<file path="src/rtl/vending_machine.sv">
// Coin-credit vending FSM: accumulates nickel/dime/quarter credit in 5-cent states.
// Latency: coins sampled at an edge are reflected in state and valid right after that edge.
// Backpressure: none; coins are accepted every cycle, and valid is a one-cycle pulse per 100 cents.
//
// Ports:
//   clk      rising-edge clock for all state
//   reset_n  synchronous active-low reset (returns credit to 0, clears valid)
//   nickel   5-cent coin present this cycle (level sampled)
//   dime     10-cent coin present this cycle (level sampled)
//   quarter  25-cent coin present this cycle (level sampled)
//   valid    dispense light; high exactly while stored credit is >= 100 cents
module vending_machine (
  input  logic clk,
  input  logic reset_n,
  input  logic nickel,
  input  logic dime,
  input  logic quarter,
  output logic valid
);

  // One state per 5-cent credit value; the encoding equals credit / 5.
  typedef enum logic [4:0] {
    CR0,   CR5,   CR10,  CR15,  CR20,  CR25,  CR30,  CR35,
    CR40,  CR45,  CR50,  CR55,  CR60,  CR65,  CR70,  CR75,
    CR80,  CR85,  CR90,  CR95,  CR100, CR105, CR110, CR115,
    CR120, CR125, CR130, CR135
  } state_t;

  state_t     state;
  state_t     state_next;
  logic [3:0] coin_units;   // this cycle's coins in 5-cent units, 0..8
  logic [4:0] base_units;   // credit kept after a possible dispense, 0..19
  logic [4:0] next_units;   // 0..27, always fits a legal state

  always_comb begin
    coin_units = {3'b000, nickel} + {2'b00, dime, 1'b0} + (quarter ? 4'd5 : 4'd0);
    // A dispense cycle spends 100 cents but keeps the excess and this cycle's coins.
    base_units = (state >= CR100) ? (5'(state) - 5'd20) : 5'(state);
    next_units = base_units + {1'b0, coin_units};
    if (state > CR135) begin
      state_next = CR0;     // encodings 28..31 are unreachable; recover to empty
    end else begin
      state_next = state_t'(next_units);
    end
  end

  // valid is registered from the next state so it is a pure flop output that
  // always matches the current state, with no path from the coin inputs.
  always_ff @(posedge clk) begin
    if (!reset_n) begin
      state <= CR0;
      valid <= 1'b0;
    end else begin
      state <= state_next;
      valid <= (state_next >= CR100);
    end
  end

endmodule

</file>
<file path="config.mk">
export PLATFORM = sky130hd
export DESIGN_NAME = vending_machine
export DESIGN_NICKNAME = d
export VERILOG_FILES = /design/src/rtl/vending_machine.sv
export SDC_FILE = /design/constraint.sdc
export NUM_CORES = 1
export LEC_CHECK = 0
export BUFFER_PORTS_ARGS = -buffer_cell sky130_fd_sc_hd__clkbuf_2
export CAP_MARGIN = 10
export CORE_AREA = 3 3 40 42
export CTS_CLUSTER_SIZE = 16
export DETAILED_ROUTE_END_ITERATION = 8
export DIE_AREA = 0 0 43 45
export GPL_TIMING_DRIVEN = 0
export PLACE_DENSITY = 0.53
export SYNTH_ARGS = -nofsm -noshare
export SYNTH_HDL_FRONTEND = slang
export SYNTH_SLANG_ARGS = --single-unit
</file>
<file path="constraint.sdc">
create_clock -name clk -period 7.6 [get_ports clk]
set_clock_uncertainty 0.2 [all_clocks]
set_input_delay 0.76 -clock clk [delete_from_list [all_inputs] [get_ports clk]]
set_output_delay 0.76 -clock clk [all_outputs]
set_load 0.005 [all_outputs]
</file>
==> results.cfg <==
[outcome]
status = complete, no violations

[setup_path]
cp_cell_sequence = inv_1, ha_1, or3b_2, nand2_1, and3_1, o21bai_1, ha_1, a21oi_1, or4b_1, a31oi_1, a21boi_2
worstSetupEndpointType = flop
cp.required_ns = 7.57
cp_top_family = simple AND/OR/NAND/NOR gates
worstSetupPathType = flop to flop
critical-path-slowest-cell = or3b_2
crit_top_cell = ha_1
crit_arrival_ns = 2.73
max_stage_delay_ns = 0.48
path_buf_inv = 1
cp-start-kind = flop
critPathMaxFanout = 5

[sta]
hold_slack_ns = 0.407
worstMarginPinSlew_ns = 0.614
drv_slew = 0
setup_viol = 0
post-route-period-util = 0.363
post-route-min-period_ns = 2.76
fin_setup_tns_ns = 0
rsz0062_at_grt = false
setup_ws_ns = 4.84
hold_viol_final = 0
slew_headroom = 0.587
timing.fmax_mhz = 363

[clocking]
holdBufCountCts = 0
cts_sinks = 6
ctsRootBufferMaster = clkbuf_4
post_cts_buffers = 0
clk_latency_ns = 0.24
h-tree-depth = 1
postCtsResizedCells = 0
cts_inserted_buffers = 3
cts_tree = built
path_clk_slew_ns = 0.05
clockBufferDepth = 2

[synth]
synthesis.nets = 56
synthMuxAreaShare = 0
synth-xor-area-share = 0.0436
netlist_area_um2 = 402
yosysSeqAreaShare = 0.299
synth_top_family_by_area = adder cells
synth_area_per_cell_um2 = 9.13
yosys.area_share.adder = 0.255
synth_compound_area_frac = 0.174
yosysWarnings = 0
ys_types = 21
synth_seq_cells = 6
syn_inst = 44
synthSimpleGateAreaFrac = 0.190

[drt]
drtIter0Drc = 2
wl_um = 659
via_per_inst = 4.87
wl_met2_um = 265
ant_nets = 0
routed.top_layer = met3
drc_errors = 0
drt_pass1_iterations = 2
wl_met1_um = 345
wl_per_cell_um = 9.84
wl_met3_um = 47
num_vias = 326

[finish]
nNetsFinal = 66
fillers = 138
syn_to_final_growth_pct = 16.5
layout_common_cells = 6 x nor2_1, 6 x dfxtp_1, 5 x ha_1, 5 x clkbuf_2, 4 x inv_1
drive_gt1_frac = 0.192
antenna_cells = 0

[run]
drv_cap = 0

[power_and_ir_drop]
powerDensity_nw_per_um2 = 317
fin_total_pwr_w = 0.000148
ir_drop_uv = 86.2
leakagePower_nw = 0.218

[global_routing]
first_global_vias = 307
grt_pass1_wl_mm = 1.27
grt_antenna_before_repair = 0
grt_use_total = 0.0851
grt_max_degree = 9
overflow = 0

[placed_design]
port_buffers = 5
dp_slack_ns = 4.85
place_hpwl_um = 562
gp_congestion = 0.785

[hold_path]
hold_path.class = flop to flop

[die]
core_um2 = 1280
die_height_um = 45
fp.dieW_um = 43
ioPinCount = 6
start_util = 0.313
die_area_um2 = 1940
rows = 13
layer usage:
metal	global-route usage	vias up
met2	0.129	9
li1	-	172
met5	0	-
met3	0.0518	0
met1	0.111	145
met4	0	0
cell families (layout without fill, tap and decap cells):
logic type,Yosys count,in the layout
XOR/XNOR,2,2
flip-flops,6,6
adder cells (fa/ha/maj),7,7
AND/OR/NAND/NOR,15,15
AO/OA/AOI/OAI,10,10
buffers and inverters,4,12
report_power, final:
group          switching, W  leakage [nW]  internal (W)
Sequential        0.0000109        0.0495     0.0000413
Clock             0.0000108        0.0138     0.0000178
Combinational     0.0000374         0.155     0.0000300
layout make-up:
cell class	instances	area, um^2	area share
multi-input cells	34	267	0.570
repair buffers	5	25.0	0.0535
clock buffers	3	22.5	0.0481
flip-flops and latches	6	120	0.257
inverters	4	15.0	0.0321
well taps	15	18.8	0.0401
path summary, 6_finish.rpt:
| path | startpoint | endpoint | slack (ns) | cells after the start |
|---|---|---|---|---|
| worst max-delay path | state[3] | valid | 4.84 | 11 |
| worst min-delay path | state[4] | state[4] | 0.41 | 2 |
| worst max register to register | state[3] | valid | 4.84 | 11 |
| worst min register to register | state[4] | state[4] | 0.41 | 2 |
cells in the mapped netlist, drive strengths merged:
cell    n  area share
a211oi  1       0.019
a21boi  1       0.028
a21o    1       0.019
a21oi   3       0.037
a31oi   1       0.016
and2    1       0.016
and3    2       0.031
dfxtp   6        0.30
fa      2        0.10
ha      5        0.16
inv     4       0.037
nand2   3       0.028
nand3   1       0.012
nor2    6       0.056
o211ai  1       0.019
o21bai  1       0.019
o31ai   1       0.019
or3b    1       0.022
or4b    1       0.025
xnor2   1       0.022
xor2    1       0.022
flip-flops by register name, indices dropped and copies added (netlist names):
name   flops
state      5
valid      1
worst register-to-register path: cells and delay by family (launching register included):
family,cells,cell delay [ns]
AOI/OAI and AO/OA,4,0.57
adders and majority gates,2,0.32
buffers and inverters,1,0.11
DFF,1,0.34
and+or+nand+nor,4,1.16
per-stage QoR:
stage / area, um^2 / instances / util
2_1_floorplan: 402 / 44 / -
4_1_cts: 468 / 67 / 0.364
6_report: 468 / 67 / 0.364
3_5_place_dp: 445 / 64 / 0.347
3_3_place_gp: 445 / 64 / 0.347
5_1_grt: 468 / 67 / 0.364
Note: power is estimated with default switching activity, not from simulation.
